### src/rtl/qsm_regs_multi.sv
`default_nettype none
// qsm_regs_multi: N-channel QSM control/status/event register bank, readout-memory window, aggregated IRQ.
// Revision 1.0
module qsm_regs_multi #(
  parameter int G_NUM_CH = 2,
  parameter int G_MEM_AW = 7,
  parameter int G_MEM_DW = 16,
  parameter int G_RD_LAT = 1,
  localparam int CH_BITS = (G_NUM_CH > 1) ? $clog2(G_NUM_CH) : 1,
  localparam int AW      = G_MEM_AW + CH_BITS + 3
) (
  input  logic                         clk_i,
  input  logic                         rst_n_i,
  input  logic                         wb_cyc_i,
  input  logic                         wb_stb_i,
  input  logic                         wb_we_i,
  input  logic [AW-1:0]                wb_adr_i,
  input  logic [31:0]                  wb_dat_i,
  output logic [31:0]                  wb_dat_o,
  output logic                         wb_ack_o,
  output logic                         wb_stall_o,
  output logic                         wb_err_o,
  output logic                         wb_rty_o,
  output logic [G_NUM_CH-1:0]          ctrl_reset_o,
  output logic [G_NUM_CH-1:0]          ctrl_trig_o,
  output logic [4*G_NUM_CH-1:0]        ctrl_last_reg_adr_o,
  output logic [4*G_NUM_CH-1:0]        ctrl_max_dim_no_o,
  output logic [10*G_NUM_CH-1:0]       ctrl_read_delay_o,
  input  logic [G_NUM_CH-1:0]          sts_busy_i,
  input  logic [G_NUM_CH-1:0]          sts_done_i,
  input  logic [G_NUM_CH-1:0]          sts_err_many_i,
  input  logic [G_NUM_CH-1:0]          sts_err_fb_i,
  input  logic [4*G_NUM_CH-1:0]        sts_dim_count_i,
  output logic [G_MEM_AW-1:0]          mem_addr_o,
  output logic [G_NUM_CH-1:0]          mem_re_o,
  input  logic [G_NUM_CH*G_MEM_DW-1:0] mem_data_i,
  output logic                         irq_o
);

  localparam int         RIW   = G_MEM_AW + CH_BITS;
  localparam logic [2:0] C_LAT = 3'(G_RD_LAT);

  typedef enum logic [0:0] {ST_IDLE = 1'b0, ST_MEM = 1'b1} state_t;

  state_t                    state_q, state_d;
  logic [2:0]                cnt_q, cnt_d;
  logic [CH_BITS-1:0]        ch_q, ch_d;
  logic [G_MEM_AW-1:0]       addr_q, addr_d;
  logic                      ack_q, ack_d;
  logic [31:0]               dat_q, dat_d;
  logic [G_NUM_CH-1:0]       rst_pulse_q, rst_pulse_d, trig_q, trig_d;
  logic [G_NUM_CH-1:0][3:0]  lar_q, lar_d, mdn_q, mdn_d;
  logic [G_NUM_CH-1:0][9:0]  rdl_q, rdl_d;
  logic [G_NUM_CH-1:0][2:0]  evt_q, evt_d, mask_q, mask_d;
  logic [G_NUM_CH-1:0][2:0]  sts1_q, sts1_d, sts2_q, sts2_d;
  logic                      irq_q, irq_d;

  logic                      accept, is_mem, ch_ok, mem_rd_start;
  logic [CH_BITS-1:0]        adr_ch;
  logic [G_MEM_AW-1:0]       adr_word;
  logic [RIW-1:0]            reg_idx;
  logic [31:0]               reg_rdata;
  logic [G_MEM_DW-1:0]       mem_word;
  logic [G_NUM_CH-1:0]       pend;
  logic                      unused_bits;

  assign is_mem       = wb_adr_i[AW-1];
  assign adr_ch       = wb_adr_i[AW-2 -: CH_BITS];
  assign adr_word     = wb_adr_i[G_MEM_AW+1:2];
  assign reg_idx      = wb_adr_i[AW-2:2];
  assign ch_ok        = int'(adr_ch) < G_NUM_CH;
  // Reset gates acceptance so the combinational memory strobe stays low while held in reset.
  assign accept       = rst_n_i & wb_cyc_i & wb_stb_i & ~ack_q & (state_q == ST_IDLE);
  assign mem_rd_start = accept & is_mem & ~wb_we_i & ch_ok;
  assign unused_bits  = ^{wb_adr_i[1:0], wb_dat_i[31:20]};

  always_comb begin
    reg_rdata = '0;
    pend      = '0;
    mem_word  = '0;
    for (int c = 0; c < G_NUM_CH; c++) begin
      pend[c] = |(evt_q[c] & mask_q[c]);
      if (int'(reg_idx) == 4*c)
        reg_rdata = {12'd0, rdl_q[c], mdn_q[c], lar_q[c], 2'b00};
      if (int'(reg_idx) == 4*c + 1)
        reg_rdata = {24'd0, sts_dim_count_i[4*c +: 4], sts_err_fb_i[c], sts_err_many_i[c],
                     sts_done_i[c], sts_busy_i[c]};
      if (int'(reg_idx) == 4*c + 2)
        reg_rdata = {29'd0, evt_q[c]};
      if (int'(reg_idx) == 4*c + 3)
        reg_rdata = {29'd0, mask_q[c]};
      if (int'(ch_q) == c)
        mem_word = mem_data_i[G_MEM_DW*c +: G_MEM_DW];
    end
    if (int'(reg_idx) == 4*G_NUM_CH)
      reg_rdata = {{(32-G_NUM_CH){1'b0}}, pend};
  end

  always_comb begin
    state_d     = state_q;
    cnt_d       = cnt_q;
    ch_d        = ch_q;
    addr_d      = addr_q;
    ack_d       = 1'b0;
    dat_d       = dat_q;
    rst_pulse_d = '0;
    trig_d      = '0;
    lar_d       = lar_q;
    mdn_d       = mdn_q;
    rdl_d       = rdl_q;
    mask_d      = mask_q;
    evt_d       = evt_q;
    sts2_d      = sts1_q;
    irq_d       = |pend;
    for (int c = 0; c < G_NUM_CH; c++)
      sts1_d[c] = {sts_err_fb_i[c], sts_err_many_i[c], sts_done_i[c]};

    if (mem_rd_start) begin
      state_d = ST_MEM;
      cnt_d   = 3'd1;
      ch_d    = adr_ch;
      addr_d  = adr_word;
    end else if (accept) begin
      ack_d = 1'b1;
      dat_d = (wb_we_i || is_mem) ? 32'd0 : reg_rdata;
      if (wb_we_i && !is_mem) begin
        for (int c = 0; c < G_NUM_CH; c++) begin
          if (int'(reg_idx) == 4*c) begin
            rst_pulse_d[c] = wb_dat_i[0];
            trig_d[c]      = wb_dat_i[1];
            lar_d[c]       = wb_dat_i[5:2];
            mdn_d[c]       = wb_dat_i[9:6];
            rdl_d[c]       = wb_dat_i[19:10];
          end
          if (int'(reg_idx) == 4*c + 2)
            evt_d[c] = evt_q[c] & ~wb_dat_i[2:0];
          if (int'(reg_idx) == 4*c + 3)
            mask_d[c] = wb_dat_i[2:0];
        end
      end
    end

    // cnt_q counts cycles since the strobe; data is sampled when it reaches the SRAM latency.
    if (state_q == ST_MEM) begin
      if (cnt_q == C_LAT) begin
        state_d                = ST_IDLE;
        cnt_d                  = '0;
        ack_d                  = wb_cyc_i;
        dat_d                  = '0;
        dat_d[G_MEM_DW-1:0]    = mem_word;
      end else begin
        cnt_d = cnt_q + 3'd1;
      end
    end

    // Applied after any W1C so a simultaneous set takes priority.
    for (int c = 0; c < G_NUM_CH; c++)
      evt_d[c] = evt_d[c] | (sts1_q[c] & ~sts2_q[c]);
  end

  always_ff @(posedge clk_i or negedge rst_n_i) begin
    if (!rst_n_i) begin
      state_q     <= ST_IDLE;
      cnt_q       <= '0;
      ch_q        <= '0;
      addr_q      <= '0;
      ack_q       <= 1'b0;
      dat_q       <= '0;
      rst_pulse_q <= '0;
      trig_q      <= '0;
      lar_q       <= '0;
      mdn_q       <= '0;
      rdl_q       <= '0;
      evt_q       <= '0;
      mask_q      <= '0;
      sts1_q      <= '0;
      sts2_q      <= '0;
      irq_q       <= 1'b0;
    end else begin
      state_q     <= state_d;
      cnt_q       <= cnt_d;
      ch_q        <= ch_d;
      addr_q      <= addr_d;
      ack_q       <= ack_d;
      dat_q       <= dat_d;
      rst_pulse_q <= rst_pulse_d;
      trig_q      <= trig_d;
      lar_q       <= lar_d;
      mdn_q       <= mdn_d;
      rdl_q       <= rdl_d;
      evt_q       <= evt_d;
      mask_q      <= mask_d;
      sts1_q      <= sts1_d;
      sts2_q      <= sts2_d;
      irq_q       <= irq_d;
    end
  end

  always_comb begin
    mem_re_o = '0;
    for (int c = 0; c < G_NUM_CH; c++)
      mem_re_o[c] = mem_rd_start && (int'(adr_ch) == c);
  end

  assign mem_addr_o          = mem_rd_start ? adr_word : addr_q;
  assign wb_dat_o            = dat_q;
  assign wb_ack_o            = ack_q;
  assign wb_stall_o          = wb_cyc_i & wb_stb_i & ~ack_q;
  assign wb_err_o            = 1'b0;
  assign wb_rty_o            = 1'b0;
  assign ctrl_reset_o        = rst_pulse_q;
  assign ctrl_trig_o         = trig_q;
  assign ctrl_last_reg_adr_o = lar_q;
  assign ctrl_max_dim_no_o   = mdn_q;
  assign ctrl_read_delay_o   = rdl_q;
  assign irq_o               = irq_q;

endmodule
`default_nettype wire

### config.mk
export PLATFORM = sky130hd
export DESIGN_NAME = qsm_regs_multi
export DESIGN_NICKNAME = d
export VERILOG_FILES = /design/src/rtl/qsm_regs_multi.sv
export SDC_FILE = /design/constraint.sdc
export NUM_CORES = 1
export LEC_CHECK = 0
export CORE_MARGIN = 3
export CORE_UTILIZATION = 45
export DETAILED_ROUTE_END_ITERATION = 10
export PLACE_DENSITY = 0.81
export RECOVER_POWER = 50
export SLEW_MARGIN = 15
export SYNTH_ARGS = -nofsm -noshare
export SYNTH_HDL_FRONTEND = slang
export SYNTH_SLANG_ARGS = --single-unit
### constraint.sdc
create_clock -name clk_i -period 2.5 [get_ports clk_i]
set_input_delay 0.375 -clock clk_i [delete_from_list [all_inputs] [get_ports clk_i]]
set_output_delay 0.375 -clock clk_i [all_outputs]
set_load 0.02 [all_outputs]
==> summary.txt <==
Setup path
  – FF-to-FF Start: wb_ack_o$_DFF_PN0_
  – R2r worst-path depth: 6
  – CP arrival: 2030 ps
  – RR Endpoint: ctrl_read_delay_o[5]$_DFFE_PN0P_
  – CP cell instances: clkdlybuf4s50_1, and3b_1, nand2_1, nor2_1, buf_4, mux2_2, clkdlybuf4s15_1
  – R2r setup slk: 440 ps
  – Worst EP required: 2120 ps
  – Crit path kind: in2out
  – Crit path buf inv count: 3
  – Crit path launch type: input port
  – Crit. End Element: output pin
  – Crit-path slowest cell: clkdlybuf4s50_1
  – Top delay family on crit path: buffers and inverters
  – Crit Path Max Fanout: 8
  – Critical path depth: 7
  – CP peak stage delay: 480 ps

Floorplan
  – Die ar.: 12,200 µm²
  – I/O pins: 182
  – Chip height: 111 µm
  – Initial Utilization: 47.0%
  – # rows: 37
  – Core area: 10,500 µm²
  – Die width: 111 µm

Cells and area
  – Layout Nets: 677
  – Post-route cell area: 7110 µm²
  – Share of cells above drive strength 1: 18.9%
  – Commonest non-fill, non-tap cell in the layout: clkdlybuf4s50_1
  – Syn-to-layout area delta: 44.7%
  – Most frequent cells in the layout: clkdlybuf4s50_1, dfrtp_1, mux2_2
  – Antenna fix cells: 0

Route
  – Initial DRT Pass Iterations: 7
  – Initial drt markers: 252
  – Wire per inst: 18.9 µm
  – Vias per Instance: 5.40
  – Vias: 3,902
  – Routed wire length: 13,600 µm
  – Drt drc: 0
  – Antenna-violating nets left: 0

Logic synthesis
  – Post-synthesis sequential area ratio: 56.0%
  – Warnings from Yosys: 0
  – FFs w/ async S/R, synth: 100%
  – Syn_area_per_cell: 12.5 µm²
  – EDFF count, synth: 0
  – Synthesized area: 4920 µm²
  – Register bit total from synthesis: 110
  – Netlist cell types: 51
  – Gate Count Post-Synth: 393
  – Post-synth top flop: dfrtp_1

Global route
  – Total GRT Usage: 22.4%
  – Vias in the first global route: 4,147
  – Initial antenna violation count: 0
  – Total grt overflow: 0
  – First-pass GRT wire length: 22,200 µm
  – Largest net degree at the start of global routing: 71

Power and ir drop
  – Static Leak: 3.19 nW
  – Pwr Total: 0.00428 W
  – VDD IR max: 0.383 mV
  – Cell Pwr Density: 601 nW/µm²

Placed design
  – Setup slack at placement: -176 ps
  – Instance area at placement: 6910 µm²
  – Final HPWL DP: 10,200 µm
  – Port bufs: 165
  – GPL Wtd Cong: 0.824

STA
  – Setup violators final: 0
  – Fin worst setup slack: 93.3 ps
  – Max_slew headroom: 33.2%
  – Final count of hold timing violations: 0
  – Count of final max-slew check failures: 0
  – Clock Skews: 13.7 ps
  – Fin Hold WS: 350 ps
  – Fmax: 416 MHz
  – Period Utilization, post-route: 96.3%
  – Tmin final: 2410 ps
  – Fin Setup TNS: 0 ps
  – Worst slew pin tran: 1000 ps

Clock tree
  – CTS sink count: 110
  – Clk_lat worst skew: 370 ps
  – Worst-path clk slew: 110 ps
  – CTS Buffer Depth: 2
  – CTS tree: yes
  – TritonCTS buffer count: 9
  – Number of H-tree levels: 3
  – Root buf cell: clkbuf_8

Min path
  – Worst hold path class: in2async

Flow run
  – # Max-Cap Violations: 0

Run status
  – Status: finished, final reports clean
timing repair:
| action | CTS | global route |
|---|---|---|
| hold buffers | 0 | 0 |
| buffers inserted | 0 | 3 |
| endpoints found under the setup margin | 7 | 9 |
| gates resized for setup | 7 | 13 |
worst max path at each step:
stage,from,endpoint
final,wb_cyc_i,mem_addr_o[5]
after global routing,wb_cyc_i,mem_addr_o[4]
after CTS,wb_cyc_i,mem_re_o[1]
after detailed placement,wb_cyc_i,mem_addr_o[0]
after global placement,wb_cyc_i,mem_addr_o[3]
after floorplan,wb_ack_o$_DFF_PN0_,mem_addr_o[0]
cells by family (layout without fill, tap and decap cells):
kind of cell | after synthesis | in the layout | share of synthesized area [%]
flops | 110 | 110 | 56.0
simple gates | 90 | 90 | 11.0
mux | 78 | 78 | 18.6
compound gates | 77 | 77 | 10.7
buf+inv | 36 | 228 | 3.49
other cells | 1 | 2 | 0.0763
xor+xnor | 1 | 1 | 0.178
stage by stage:
stage | util, % | cells
final | 68.0 | 722
after global routing | 68.0 | 722
after CTS | 67.9 | 719
after detailed placement | 66.1 | 703
after global placement | 66.1 | 703
after floorplan | - | 394
worst register-to-register path, stage by stage (launching register included):
cell,delay [ps]
dfrtp_1,400
and3b_1,250
buf_4,150
and4b_1,350
and3_1,250
buf_12,190
mux2_2,360
Yosys cell counts (11+ instances only):
library cell / n / area, µm²
inv_1: 11 / 41.3
nor2_1: 22 / 82.6
a21oi_1: 17 / 85.1
and2_1: 17 / 106
clkbuf_1: 13 / 48.8
o21ai_0: 18 / 90.1
mux2_2: 37 / 417
mux2i_1: 21 / 210
a221o_1: 12 / 120
dfrtp_1: 110 / 2750
a22oi_1: 12 / 90.1
nand2_1: 11 / 41.3
sequential cells by signal (all words and copies together) (netlist names):
register	flops
evt_q	6
ctrl_max_dim_no_o	8
wb_ack_o	1
cnt_q	3
ctrl_read_delay_o	20
ctrl_last_reg_adr_o	8
sts2_q	6
wb_dat_o	32
mask_q	6
ctrl_trig_o	2
irq_o	1
sts1_q	6
ch_q	1
addr_q	7
state_q	1
ctrl_reset_o	2
where the power goes:
part,switching (W),internal (W),total (W)
clock network,0.000625,0.000441,0.00107
registers,0.000136,0.00195,0.00209
logic,0.000559,0.000563,0.00112
layer usage:
layer | GRT usage [%] | vias up | part of all wire, %
li1 | - | 1801 | -
met1 | 31.2 | 1957 | 45
met2 | 35.8 | 127 | 49
met3 | 4.82 | 17 | 4.6
met4 | 5.99 | 0 | 1.8
met5 | 0 | - | 0
area by class of cell:
type,instances,area [µm²]
Clock buffer,11,151
Timing Repair Buffer,201,1940
Clock inverter,5,50.0
Tap cell,136,170
Multi-Input combinational cell,248,2000
Inverter,11,41.3
Fill cell,796,3350
Sequential cell,110,2750
Note: power is estimated with default switching activity, not from simulation.
